==> config.mk <==
export PLATFORM = sky130hd
export DESIGN_NAME = sm3_msg_expand
export DESIGN_NICKNAME = d
export VERILOG_FILES = /design/src/rtl/sm3_pkg.sv /design/src/rtl/sm3_w_window.sv /design/src/rtl/sm3_msg_expand.sv
export SDC_FILE = /design/constraint.sdc
export NUM_CORES = 2
export LEC_CHECK = 0
export ABC_AREA = 0
export ABC_CLOCK_PERIOD_IN_PS = 2400
export CORE_AREA = 2 2 431 433
export DETAILED_ROUTE_END_ITERATION = 10
export DIE_AREA = 0 0 433 435
export GPL_TIMING_DRIVEN = 0
export SLEW_MARGIN = 0
export SYNTH_ARGS = -nofsm -noshare
export SYNTH_HDL_FRONTEND = slang
export SYNTH_SLANG_ARGS = --single-unit
export TNS_END_PERCENT = 10
==> constraint.sdc <==
create_clock -name clk -period 2.4 [get_ports clk]
set_input_delay 0.6 -clock clk [delete_from_list [all_inputs] [get_ports clk]]
set_output_delay 0.6 -clock clk [all_outputs]
set_load 0.02 [all_outputs]
==> src/rtl/sm3_pkg.sv <==
// sm3_pkg: shared SM3 constants, expansion FSM states and XOR/rotate word functions
package sm3_pkg;
  localparam int SM3_WORD_W = 32;
  localparam int SM3_ROUNDS = 64;
  localparam int SM3_BLOCK_W = 512;
  typedef enum logic [1:0] {IDLE, LOAD, RUN, DONE} state_t;
  function automatic logic [31:0] rotl32(input logic [31:0] x, input int unsigned n);
    return (x << n) | (x >> (32 - n));
  endfunction
  function automatic logic [31:0] p0(input logic [31:0] x);
    return x ^ rotl32(x, 9) ^ rotl32(x, 17);
  endfunction
  function automatic logic [31:0] p1(input logic [31:0] x);
    return x ^ rotl32(x, 15) ^ rotl32(x, 23);
  endfunction
endpackage

==> src/rtl/sm3_w_window.sv <==
// sm3_w_window: 16x32 sliding expansion window; W' = W0^W4 only when SM3_EXPAND_WPRIME_EN
module sm3_w_window
  import sm3_pkg::*;
(
  input  logic         clk,
  input  logic         rstn,
  input  logic         load,
  input  logic         shift,
  input  logic [511:0] blk,
  output logic [31:0]  w0,
  output logic [31:0]  wp
);
  logic [31:0] w [16];
  logic [31:0] nxt;
  assign nxt = p1(w[0] ^ w[7] ^ rotl32(w[13], 15)) ^ rotl32(w[3], 7) ^ w[10];
  assign w0 = w[0];
`ifdef SM3_EXPAND_WPRIME_EN
  assign wp = w[0] ^ w[4];
`else
  assign wp = '0;
`endif
  always_ff @(posedge clk or negedge rstn) begin
    if (!rstn) begin
      for (int i = 0; i < 16; i++) w[i] <= '0;
    end else if (load) begin
      for (int i = 0; i < 16; i++) w[i] <= blk[511 - 32*i -: 32];
    end else if (shift) begin
      for (int i = 0; i < 15; i++) w[i] <= w[i+1];
      w[15] <= nxt;
    end
  end
endmodule

==> src/rtl/sm3_msg_expand.sv <==
// sm3_msg_expand: streams SM3 (W_j, W'_j) for one or two padded blocks; W' enabled by SM3_EXPAND_WPRIME_EN
module sm3_msg_expand
  import sm3_pkg::*;
(
  input  logic          clk,
  input  logic          rstn,
  input  logic [1023:0] din,
  input  logic          din_double,
  input  logic          din_valid,
  output logic          busy,
  output logic [31:0]   w_out,
  output logic [31:0]   wp_out,
  output logic [5:0]    w_idx,
  output logic          w_blk,
  output logic          w_valid,
  input  logic          w_ready,
  output logic          blk_last,
  output logic          done
);
  state_t state, state_nxt;
  logic [1023:0] din_r;
  logic dbl_r, acc, last_rnd, more;
  assign acc = w_valid && w_ready;
  assign last_rnd = acc && (w_idx == 6'd63);
  assign more = !w_blk && dbl_r;
  always_ff @(posedge clk or negedge rstn) begin
    if (!rstn) state <= IDLE;
    else state <= state_nxt;
  end
  always_comb begin
    state_nxt = state;
    busy = 1'b0;
    w_valid = 1'b0;
    done = 1'b0;
    blk_last = 1'b0;
    state_nxt = (state == IDLE) ? (din_valid ? LOAD : IDLE) :
                (state == LOAD) ? RUN :
                (state == RUN)  ? (!last_rnd ? RUN : more ? LOAD : DONE) : IDLE;
    busy = (state == LOAD) || (state == RUN);
    w_valid = (state == RUN);
    done = (state == DONE);
    blk_last = (state != IDLE) && (w_blk || !dbl_r);
  end
  always_ff @(posedge clk or negedge rstn) begin
    if (!rstn) begin
      din_r <= '0;
      dbl_r <= 1'b0;
      w_idx <= '0;
      w_blk <= 1'b0;
    end else begin
      if (state == IDLE && din_valid) begin
        din_r <= din;
        dbl_r <= din_double;
        w_blk <= 1'b0;
      end
      if (state == LOAD) w_idx <= '0;
      else if (acc) w_idx <= w_idx + 6'd1;
      if (last_rnd && more) w_blk <= 1'b1;
    end
  end
  sm3_w_window u_win (
    .clk(clk),
    .rstn(rstn),
    .load(state == LOAD),
    .shift(acc),
    .blk(w_blk ? din_r[511:0] : din_r[1023:512]),
    .w0(w_out),
    .wp(wp_out)
  );
endmodule
== Word-level counts from Yosys, hierarchy flattened ==
Cells that the tools add are included.
Cells by class
  reductions and logical operators: 14
  mux-type cells: 13
  eq/ne operators: 4
  $add $sub $neg: 1
  bitwise logic cells: 10
Operators by type and width (number)
  two-way mux 512 bit: 3
  XOR 32 bit: 6
  OR 32 x 15 -> 32 bit: 2
  OR 32 x 23 -> 32 bit: 1
  OR 32 x 7 -> 32 bit: 1
  two-way mux 6 bit: 2
  two-way mux 2 bit: 5
  adder 6 x 1 -> 6 bit, second input constant: 1
  equality test 6 bit, second input constant: 1
  logical AND 1 bit: 6
  nonzero test 2 bit: 3
  equality test 2 bit, second input constant: 2
  two-way mux 1 bit: 3
  equality test 2 x 1 -> 1 bit, second input constant: 1
  logical NOT 1 bit: 2
  logical NOT 2 bit: 1
  logical OR 1 bit: 2
Storage, ports and cells
  bits in registers: 1546
  output and inout bits: 75
  logic and storage cells: 63
  input port bits: 1029

== Depth between registers and ports, before layout ==
  word-level depth: 9
  gate-level depth with buffers: 10
  gate-level depth less buffers: 6

== Hierarchy ==
From an unflattened synthesis, not the netlist that was laid out.
Second synthesis, totals
  cell total of the unflattened synthesis: 5229
  area total of the unflattened synthesis: 69934.6 um2
Modules (own cells, without submodules)
  sm3_msg_expand: times used 1, area each 44377.6 um2, cells an instance 2781, sequential area each 25874.8 um2
  sm3_w_window: times used 1, area each 25557.0 um2, cells an instance 2448, sequential area each 12812.3 um2

== Worst setup path before layout ==
No wires, ideal clock.
  path kind: flip-flop to flip-flop
  start: register state[0]
  end: register u_win.w[224] (netlist name)
  stages on the path, launching flop included: 11
  required time: 2264 ps
  period minus slack after synthesis: 1810 ps
  setup slack: 590 ps
  arrival: 1674 ps
  path buffers: 4
  setup time: 136 ps
  cells stage by stage: dfrtp_1 inv_1 ha_1 and2_4 nor2_4 buf_4 buf_6 buf_6 buf_4 nand2_1 o21ai_0
Between the ends
  cells in the longest elaborated chain, start to end: 3
  elaborated cells on any way between the ends: 5
  those cells by class: eq/ne: 2; mux: 1; reduce/logical: 2
Ends and longest elaborated chain
  start, declared: line sm3_msg_expand.sv:20  | state_t state, state_nxt;
  start signal, assigned: line sm3_msg_expand.sv:28  | else state <= state_nxt;
  equality test 2 bit: line sm3_msg_expand.sv:40  | w_valid = (state == RUN);
  via w_valid: line sm3_msg_expand.sv:15  | output logic w_valid,
  logical AND 1 bit: line sm3_msg_expand.sv:23  | assign acc = w_valid && w_ready;
  nonzero test 2 bit (no source line)
  end, declared: line sm3_w_window.sv:13  | logic [31:0] w [16];
The timed path passes the listed nets, and every way through them passes these cells.
A chain may end at the register's enable or synchronous reset.

== Worst setup path in the final report ==
  start: register w_blk
  end: output port blk_last
Between the ends
  cells in the longest elaborated chain, start to end: 2
Ends and longest elaborated chain
  start, declared: line sm3_msg_expand.sv:14  | output logic w_blk,
  start signal, assigned: line sm3_msg_expand.sv:49  | w_blk <= 1'b0;
  start signal, assigned: line sm3_msg_expand.sv:54  | w_blk <= 1'b0;
  start signal, assigned: line sm3_msg_expand.sv:58  | if (last_rnd && more) w_blk <= 1'b1;
  logical OR 1 bit: line sm3_msg_expand.sv:42  | blk_last = (state != IDLE) && (w_blk || !dbl_r);
  logical AND 1 bit: line sm3_msg_expand.sv:42
  end, declared: line sm3_msg_expand.sv:17  | output logic blk_last,
Every way passes these cells.

==> run metrics <==
status finished with violations; failing checks negative hold slack, negative setup slack; WL/cell around 30 um; GP Congestion ~0.94; H-tree depth 4; clock share of power approximately a fifth; initial antenna violation count 85; dpl hpwl approximately 230000 um; sequential fraction of the synthesis area 55.9%; RSZ-0062 raised after global routing true; Post-synth top cells dfrtp_1, mux2_2, nand2_1, o21ai_0, mux2i_1; Total Wirelength 287000 um; drt drc 0; CTS max path bufs 3; Worst Hold Class in -> async; crit start category flop; clock-pin slew on the worst setup and hold paths 60 ps; Post-Place Cells between 9000 and 10000; Lkg Pwr around 0.037 uW; input/output buffers 1071; GRT Total Usage roughly 30%; simple-gate share of the synthesized area 5.72%; mux contribution to synthesized area 24.2%; DIE HEIGHT 435 um; Final period util 101%; cts bufs inserted ~170; main area contributors after synthesis dfrtp_1, mux2_2, mux2i_1, o21ai_0, nand2_1; Post-Synthesis Cell Area just under 70000 um2; CTS sink count roughly 1500; switching power total between 50000 and 60000 uW; Tmin final 2420 ps; post-route ant nets 0; #FFs+latches synth about 1500; switching share of total power between 30 and 40%; worst-path fanout max 5; I/O Pins between 1000 and 1500; share of flip-flops with an asynchronous set or reset 100%; Max Clock Skew around 30 ps; multi-input logic area 28000 um2; Root Buffer clkbuf_16; crit path kind reg -> out; most frequent cell after synthesis dfrtp_1; Yosys top cell area share 55.9%; PwrDens roughly 1400 nW/um2; Rows approximately 160; Max VDD drop approximately 0.00091 V; initial core utilization between 30% and 40%; CTS tree built; leading area contributor after synthesis dfrtp_1; Slew Viols, Final 0; Int Pwr just under 80000 uW; Avg Cell Area, Syn about 12 um2; synth unique cells 30; EDFF count, synth 0; layout cell share with drive strength beyond 1 24.9%; die area around 190000 um2; final hold viol count 78; yosys synthesis warning count 0; number of global-route vias before repair approximately 52000; Synth Area in Compound Gates 7.43%; Non-Filler Instances approximately 9700; minimum hold slack -303 ps; vias between 50000 and 60000; Setup violations, final 2; Worst setup EP type output port; DRT iter0 DRCs 4732; dominant synthesized flop cell dfrtp_1; largest net degree at the start of global routing between 150 and 200; adder-cell share of the synthesized area less than 1%; Skew-Pair Late Insertion Delay approximately 840 ps; vias per cell 5.25; logic gate share of total power between 40% and 50%; iteration count of the initial detailed-routing pass 6; Layout Nets 8094; Max Cap Viol 0; total power draw ~130000 uW; largest family of logic cells by synthesized area multiplexers; total gr overflow 0; sequential share of power between 30% and 40%; Final WS setup -23.5 ps; Worst Tran Pin Value 1030 ps; Core Footprint around 180000 um2; Mapped Cells 5759; data arrival time of the worst path about 1800 ps; CP Data Required Time between 1500 and 2000 ps; slew margin rel. between 30% and 40%; fmax ~0.41 GHz; Fillers approximately 17000; first-pass GRT wire length ~400000 um; die width 433 um; sequential cell area a little under 40000 um2; xor/xnor cell area share of the yosys netlist ~2.7%; Syn-to-layout area delta 29.5%
metrics by stage:
stage,utilization [%],instance area (um2),TNS [ps],setup slack (ps)
floorplan,-,69300,0,590
global placement,45.2,83100,-,-71520
detailed placement,45.3,83400,-1474250,-1400
CTS,48.6,89400,-2470,-119
global route,48.7,89600,-3520,-108
finish,48.7,89600,-31.7,-23.5
registers in the layout, indices dropped and copies added, names as in the netlist:
signal and count:
din_r 1024, u_win.w 480, u_win.w0 32, w_idx 6, state 2, dbl_r 1
w_blk 1
logic make-up (layout without fill, tap and decap cells):
| group | after synthesis | count (layout) |
|---|---|---|
| buf+inv | 464 | 1868 |
| mux | 1538 | 1538 |
| compound gates | 1026 | 1026 |
| other cells | 1 | 83 |
| flops | 1546 | 1546 |
| simple gates | 1014 | 1014 |
| fa+ha+maj | 5 | 5 |
| xor+xnor | 165 | 165 |
final cells by class:
| type | instances | area share, % |
|---|---|---|
| clock inverters | 56 | 0.736 |
| plain buffers | 462 | 3.15 |
| diodes | 51 | 0.142 |
| well taps | 2480 | 3.46 |
| clock buffers | 254 | 5.71 |
| multi-input cells | 3780 | 31.2 |
| inverters | 2 | 0.00838 |
| flip-flops and latches | 1546 | 43.2 |
| repair buffers | 1094 | 12.3 |
per-layer routing:
layer	up-vias	GRT usage, %	part of all wire, %
met5	-	0	0.087
met4	40	13.8	4.6
met3	473	5.94	6.5
met2	1826	50.6	50
met1	26200	36.7	39
li1	22500	-	-
path summary, 6_finish.rpt:
path | cells after the start | from | end | slack, ps
worst max-delay path | 5 | w_blk | blk_last | -20
worst min-delay path | 1 | rstn | din_r[452] | -300
worst max register to register | 7 | state[1] | u_win.w[368] | -10
worst min register to register | 2 | u_win.w[454] | u_win.w[454] | 470
max in group asynchronous | 5 | rstn | u_win.w[377] | 370
min in group clk | 2 | din[730] | din_r[730] | 380
critical path, cell delays in order, from the launching register on:
cell	delay (ps)
dfrtp_1	400
buf_12	160
buf_12	140
nor2b_4	110
nor2_2	40
buf_6	130
placed cells by master, fill, tap and decap left out, types with 51 or more instances in the layout:
master	Yosys	layout
buf_2	185	176
o21ai_1	133	134
diode_2	0	51
mux2_2	1057	1057
o21ai_0	860	859
clkdlybuf4s50_1	0	1027
nand2_1	963	962
xnor2_1	130	130
clkbuf_1	116	133
dfrtp_1	1546	1537
buf_4	117	163
mux2i_1	481	460
clkbuf_16	0	177
what timing repair did:
| action | CTS | global route |
|---|---|---|
| resized for setup | 166 | 31 |
| setup endpoints to repair | 1704 | 320 |
| gates cloned | 1 | 1 |
| pin swaps | 1 | 0 |
| endpoints found under the hold margin | 78 | 78 |
| buffers inserted | 11 | 0 |
power by group through the flow:
stage                     Sequential, uW  Combinational (uW)  Clock, uW
after floorplan                    44000               32300          0
after global placement             49400               49300          0
after detailed placement           49200               50500          0
after CTS                          48900               50900      27800
after global routing               50400               54600      28800
final                              49300               51300      27400
Power figures use the tool's default switching activity.
